File: src/rtl/uart_tx_arbiter_if.sv
// Byte-producer and transmitter handshake bundle for the UART arbiter.
// master = arbiter side, slave = requesters plus transmitter.
interface uart_tx_arbiter_if #(
  parameter int NUM_REQ = 4
);
  localparam int IW = $clog2(NUM_REQ);

  logic [NUM_REQ-1:0]   req_valid;
  logic [8*NUM_REQ-1:0] req_data;
  logic [NUM_REQ-1:0]   req_last;
  logic [NUM_REQ-1:0]   req_ready;
  logic                 tx_start;
  logic [7:0]           tx_data;
  logic                 tx_busy;
  logic                 tx_done;
  logic                 grant_valid;
  logic [IW-1:0]        grant_id;

  modport master (
    input  req_valid, req_data, req_last,
    input  tx_busy, tx_done,
    output req_ready, tx_start, tx_data,
    output grant_valid, grant_id
  );

  modport slave (
    output req_valid, req_data, req_last,
    output tx_busy, tx_done,
    input  req_ready, tx_start, tx_data,
    input  grant_valid, grant_id
  );
endinterface

File: src/rtl/uart_tx_arbiter.sv
// Round-robin burst arbiter sharing one UART byte transmitter.
// Grant is held per burst, capped at MAX_BURST, revoked on idle timeout.
module uart_tx_arbiter #(
  parameter int NUM_REQ      = 4,
  parameter int MAX_BURST    = 16,
  parameter int HOLD_TIMEOUT = 8
) (
  input  logic clk,
  input  logic rst,
  uart_tx_arbiter_if.master io_bus
);
  localparam int IW = $clog2(NUM_REQ);

  typedef enum logic [1:0] {
    S_IDLE,
    S_ISSUE,
    S_WAIT,
    S_REL
  } state_t;

  state_t        r_state;
  state_t        w_next;
  logic [IW-1:0] r_rr_ptr;
  logic [IW-1:0] r_gid;
  logic          r_gv;
  logic [7:0]    r_burst_cnt;
  logic [7:0]    r_idle_cnt;
  logic          r_last;
  logic [7:0]    r_tx_data;

  logic          w_any;
  logic [IW-1:0] w_winner;
  logic          w_own_valid;
  logic          w_own_last;
  logic [7:0]    w_own_data;
  logic          w_accept;

  function automatic logic [IW-1:0] rot(
    input logic [IW-1:0] base,
    input int            k
  );
    int s;
    s = int'(base) + k;
    if (s >= NUM_REQ) s = s - NUM_REQ;
    return IW'(s);
  endfunction

  // Walk downward so the nearest set bit at/after rr_ptr wins last.
  always_comb begin
    w_any    = 1'b0;
    w_winner = '0;
    for (int k = NUM_REQ - 1; k >= 0; k--) begin
      if (io_bus.req_valid[rot(r_rr_ptr, k)]) begin
        w_any    = 1'b1;
        w_winner = rot(r_rr_ptr, k);
      end
    end
  end

  assign w_own_valid = io_bus.req_valid[r_gid];
  assign w_own_last  = io_bus.req_last[r_gid];
  assign w_own_data  = io_bus.req_data[{r_gid, 3'b000} +: 8];
  assign w_accept    = (r_state == S_ISSUE) && w_own_valid
                     && !io_bus.tx_busy && !rst;

  assign io_bus.tx_start    = w_accept;
  assign io_bus.req_ready   = {{(NUM_REQ-1){1'b0}}, w_accept} << r_gid;
  assign io_bus.tx_data     = w_accept ? w_own_data : r_tx_data;
  assign io_bus.grant_valid = r_gv;
  assign io_bus.grant_id    = r_gid;

  always_comb begin
    w_next = r_state;
    unique case (r_state)
      S_IDLE:  if (w_any) w_next = S_ISSUE;
      S_ISSUE: begin
        if (w_accept) begin
          w_next = S_WAIT;
        end else if (!w_own_valid &&
                     r_idle_cnt == 8'(HOLD_TIMEOUT - 1)) begin
          w_next = S_REL;
        end
      end
      S_WAIT:  if (io_bus.tx_done) w_next = r_last ? S_REL : S_ISSUE;
      S_REL:   w_next = S_IDLE;
      default: w_next = S_IDLE;
    endcase
  end

  always_ff @(posedge clk) begin
    if (rst) r_state <= S_IDLE;
    else     r_state <= w_next;
  end

  always_ff @(posedge clk) begin
    if (rst) begin
      r_rr_ptr    <= '0;
      r_gid       <= '0;
      r_gv        <= 1'b0;
      r_burst_cnt <= '0;
      r_idle_cnt  <= '0;
      r_last      <= 1'b0;
      r_tx_data   <= '0;
    end else begin
      unique case (r_state)
        S_IDLE: begin
          if (w_any) begin
            r_gid       <= w_winner;
            r_gv        <= 1'b1;
            r_burst_cnt <= '0;
            r_idle_cnt  <= '0;
          end
        end
        S_ISSUE: begin
          if (w_accept) begin
            r_tx_data   <= w_own_data;
            r_last      <= w_own_last ||
                           (r_burst_cnt + 8'd1 == 8'(MAX_BURST));
            r_burst_cnt <= r_burst_cnt + 8'd1;
            r_idle_cnt  <= '0;
          end else if (!w_own_valid) begin
            r_idle_cnt  <= r_idle_cnt + 8'd1;
          end
        end
        S_REL: begin
          r_rr_ptr <= (r_gid == IW'(NUM_REQ - 1)) ? '0 : r_gid + 1'b1;
          r_gv     <= 1'b0;
          r_gid    <= '0;
        end
        default: ;
      endcase
    end
  end
endmodule

File: src/flat_wrapper.sv
// flat-port wrapper written by rule: the top's interface ports become plain ports
module uart_tx_arbiter_flat 
#(
  parameter int NUM_REQ      = 4,
  parameter int MAX_BURST    = 16,
  parameter int HOLD_TIMEOUT = 8
)
  (clk, rst, io_bus_req_valid, io_bus_req_data, io_bus_req_last, io_bus_tx_busy, io_bus_tx_done, io_bus_req_ready, io_bus_tx_start, io_bus_tx_data, io_bus_grant_valid, io_bus_grant_id);
  uart_tx_arbiter_if #(.NUM_REQ(NUM_REQ)) io_bus_i ();
  input  logic clk;
  input  logic rst;
  input wire logic [$bits(io_bus_i.req_valid)-1:0] io_bus_req_valid;
  input wire logic [$bits(io_bus_i.req_data)-1:0] io_bus_req_data;
  input wire logic [$bits(io_bus_i.req_last)-1:0] io_bus_req_last;
  input wire logic [$bits(io_bus_i.tx_busy)-1:0] io_bus_tx_busy;
  input wire logic [$bits(io_bus_i.tx_done)-1:0] io_bus_tx_done;
  output wire logic [$bits(io_bus_i.req_ready)-1:0] io_bus_req_ready;
  output wire logic [$bits(io_bus_i.tx_start)-1:0] io_bus_tx_start;
  output wire logic [$bits(io_bus_i.tx_data)-1:0] io_bus_tx_data;
  output wire logic [$bits(io_bus_i.grant_valid)-1:0] io_bus_grant_valid;
  output wire logic [$bits(io_bus_i.grant_id)-1:0] io_bus_grant_id;
  assign io_bus_i.req_valid = io_bus_req_valid;
  assign io_bus_i.req_data = io_bus_req_data;
  assign io_bus_i.req_last = io_bus_req_last;
  assign io_bus_i.tx_busy = io_bus_tx_busy;
  assign io_bus_i.tx_done = io_bus_tx_done;
  assign io_bus_req_ready = io_bus_i.req_ready;
  assign io_bus_tx_start = io_bus_i.tx_start;
  assign io_bus_tx_data = io_bus_i.tx_data;
  assign io_bus_grant_valid = io_bus_i.grant_valid;
  assign io_bus_grant_id = io_bus_i.grant_id;
  uart_tx_arbiter #(.NUM_REQ(NUM_REQ), .MAX_BURST(MAX_BURST), .HOLD_TIMEOUT(HOLD_TIMEOUT)) u_core (.clk(clk), .rst(rst), .io_bus(io_bus_i));
endmodule
File: config.mk
export PLATFORM = sky130hd
export DESIGN_NAME = uart_tx_arbiter_flat
export DESIGN_NICKNAME = d
export VERILOG_FILES = /design/src/rtl/uart_tx_arbiter_if.sv /design/src/rtl/uart_tx_arbiter.sv /design/src/flat_wrapper.sv
export SDC_FILE = /design/constraint.sdc
export NUM_CORES = 1
export LEC_CHECK = 0
export ABC_CLOCK_PERIOD_IN_PS = 2290
export BUFFER_PORTS_ARGS = -buffer_cell sky130_fd_sc_hd__clkbuf_2
export CAP_MARGIN = 5
export CORE_ASPECT_RATIO = 0.6
export CORE_MARGIN = 2
export CORE_UTILIZATION = 45
export DETAILED_ROUTE_END_ITERATION = 8
export PLACE_DENSITY = 0.74
export SKIP_LAST_GASP = 1
export SLEW_MARGIN = 20
export SYNTH_ARGS = -nofsm -noshare
export SYNTH_HDL_FRONTEND = slang
export SYNTH_SLANG_ARGS = --single-unit
export TNS_END_PERCENT = 1
File: constraint.sdc
create_clock -name clk -period 2.29 [get_ports clk]
set_clock_uncertainty 0.2 [all_clocks]
set_input_delay 0.229 -clock clk [delete_from_list [all_inputs] [get_ports clk]]
set_output_delay 0.229 -clock clk [all_outputs]
set_load 0.02 [all_outputs]
==> run metrics <==
share of cells above drive strength 1=between 30% and 40%; most common cell after layout, fill and taps aside=clkbuf_2; Post-Synthesis Cells=about 210; final setup vio count=0; Cell variety after synth=47; setup TNS=0 ns; Leak Pwr=approximately 1.1 nW; PnR worst setup slack=between 0.05 and 0.06 ns; global route hottest layer=met1; syn_nets=between 200 and 300; WS Path Type=flip-flop to output port; Top Family by Delay on Critical Path=multiplexers; CTS root buffer=clkbuf_8; top cell type by total area after synthesis=dfxtp_1; clk slew on worst S/H paths=0.07 ns; Avg Inst Size Synth=about 9 sq um; crit path time final=around 2.2 ns; DP Area=between 0.002 and 0.0025 sq mm; WL/cell=about 15 um; r2r startpoint=u_core.io_bus.grant_id[1]$_SDFFE_PP0P_; post-route ant nets=0; worst-margin pin slew=between 0.3 and 0.4 ns; slowest stage delay, CP=between 0.5 and 0.6 ns; Post-synth top flop=dfxtp_1; Max clock buf depth=2; buffers plus inverters on the worst setup path=2; EDFF count, synth=0; DRT Wirelength=5.11 mm; Area growth syn-to-layout=29.5%; port bufs=59; endpoint type of the worst setup path=output port; fmax=447 MHz; Yosys top cell area share=32.9%; CTS tree=yes; gr usage total=20.9%; die width=88.9 um; first-pass GRT wire length=between 7 and 8 mm; Hold WC Path Type=primary input to flip-flop; Final HPWL DP=about 3.8 mm; final core occ=61.1%; met2 Track Usage GR=29.4%; pre-CTS setup slack=0.139 ns; core area=about 0.0041 sq mm; final net count=326; reg2reg end=u_core.r_idle_cnt[7]$_SDFFE_PP0P_; CTS buffer count=5; CP startpoint kind=flip-flop; worst-path maximum fanout=10; fin cells=340; Slowest-stage cell, CP=mux4_2; flop2flop setup slack=0.14 ns; die area=a little under 0.005 sq mm; row cnt=18; DRT Pass-1 Iters=4; largest cells by area after synthesis=dfxtp_1 (33%), mux4_2 (9.3%), mux2_2 (4.6%); VDD IR max=317 uV; Hold Path Origin=io_bus_tx_done; Worst-Skew Late Latency=0.29 ns; vias in the first global route=1612; largest net degree at the start of global routing=19; required time worst endpoint=around 1.9 ns; Global Route met3 Usage=5.19%; DRC violations left=0; via count=between 1500 and 2000; clk sink count=32; Cells after DPL=around 330; CP cell instances=mux4_2 > nand2_4 > inv_4 > mux2_2 > clkbuf_2; Initial Utilization=between 40% and 50%; Cell Area, Synth=between 0.0015 and 0.002 sq mm; Worst EP arrival=~1.8 ns; Die Y=between 50 and 60 um; relative max-transition margin=between 70 and 80%; initial DRC count=149; Final Instance Area=around 0.0025 sq mm; post-synthesis async set-or-reset flop share=0%; Ys Warns=0; final hold vios=0; initial antenna violation count=0; status=complete, no violations; total gr overflow=0; GPL Wtd Cong=approximately 0.85; vias per cell=5.69; Final Cycle Share=between 90% and 100%; Min-Delay Path Depth=4; PD cells=approximately 560 mW/mm^2; diode count=0; FF+latch count, synth=32; H-tree levels=2; Hold Path End=u_core.r_state[1]$_SDFFE_PP0P_; commonest cells after routing, fill and taps aside=clkbuf_2 (58), dfxtp_1 (30), nand2_1 (16), a21oi_1 (16), buf_4 (12); register area share after synthesis=between 30% and 40%; GR Util met1=30.9%; num ports=60; R2R cell count=5; Final Slew Violations=0; max_cap viols=0
sequential cells by signal, summed over array words and instances, names as in the netlist:
| name | cells |
|---|---|
| u_core.io_bus.grant_id | 2 |
| u_core.io_bus.grant_valid | 1 |
| u_core.r_burst_cnt | 8 |
| u_core.r_idle_cnt | 8 |
| u_core.r_last | 1 |
| u_core.r_rr_ptr | 2 |
| u_core.r_state | 2 |
| u_core.r_tx_data | 8 |
tightest hold or removal path, cell delays in order:
cell,delay [ns]
clkbuf_2,0.09
inv_1,0.05
o2111ai_1,0.09
o31ai_1,0.08
cell usage after synthesis (all sizes together) (5+ instances only):
cell    instances
o311ai          5
and2           11
nand2b          5
a21oi          16
mux4           10
inv             8
nor3            9
clkbuf          6
nand2          17
mux2            8
or3             5
nor2           10
dfxtp          32
and3            7
nand3          11
buf             7
layer usage:
layer | up-vias | wire length [um]
met2 | 53 | 2250
met1 | 934 | 2540
li1 | 942 | -
met4 | 0 | 57
met3 | 7 | 257
met5 | - | 0
through the flow:
| stage | hold slack, ns | power, mW |
|---|---|---|
| 5_1_grt | 0.120 | 1.49 |
| 4_1_cts | 0.0809 | 1.41 |
| 3_5_place_dp | 0.293 | 0.879 |
| 2_1_floorplan | 0.241 | 0.780 |
| 6_report | 0.0833 | 1.42 |
| 3_3_place_gp | 0.273 | 0.870 |
how the worst max path moves through the flow:
| stage | startpoint | depth (start not counted) | end |
|---|---|---|---|
| after global placement | u_core.io_bus.grant_id[1]$_SDFFE_PP0P_ | 5 | u_core.r_idle_cnt[7]$_SDFFE_PP0P_ |
| after CTS | u_core.io_bus.grant_id[1]$_SDFFE_PP0P_ | 5 | io_bus_tx_data[0] |
| after floorplan | u_core.io_bus.grant_id[1]$_SDFFE_PP0P_ | 6 | u_core.r_idle_cnt[7]$_SDFFE_PP0P_ |
| after global routing | u_core.r_state[1]$_SDFFE_PP0P_ | 7 | io_bus_req_ready[2] |
| final | u_core.io_bus.grant_id[1]$_SDFFE_PP0P_ | 5 | io_bus_tx_data[0] |
| after detailed placement | u_core.io_bus.grant_id[1]$_SDFFE_PP0P_ | 5 | u_core.r_idle_cnt[7]$_SDFFE_PP0P_ |
cell families (layout without fill, tap and decap cells):
family | after synthesis | after routing | share of synthesized area [%]
AO/OA/AOI/OAI | 47 | 47 | 17.9
buffers and inverters | 22 | 90 | 5.14
flip-flops | 32 | 32 | 32.9
multiplexers | 19 | 19 | 17.1
adder cells (fa/ha/maj) | 3 | 3 | 1.93
XOR/XNOR | 1 | 1 | 0.450
AND/OR/NAND/NOR | 88 | 88 | 24.6
power breakdown:
group | total [mW] | internal [mW] | switching (mW)
clock | 0.533 | 0.323 | 0.210
sequential | 0.586 | 0.573 | 0.0126
combinational | 0.304 | 0.153 | 0.151
total | 1.42 | 1.05 | 0.374
cell type report:
cell class / count / area, sq um
Clock buffer: 6 / 72.6
Clock inverter: 2 / 35.0
Fill cell: 360 / 1600
Inverter: 9 / 36.3
Multi-Input combinational cell: 158 / 1220
Sequential cell: 32 / 646
Tap cell: 60 / 75.1
Timing Repair Buffer: 73 / 430
repair_timing:
action / in CTS / in global routing
hold buffers: 0 / 0
gates resized for setup: 2 / 6
pin swaps: 0 / 0
gates cloned: 0 / 1
setup endpoints to repair: 10 / 10
setup buffers: 0 / 2
Power figures use the tool's default switching activity.
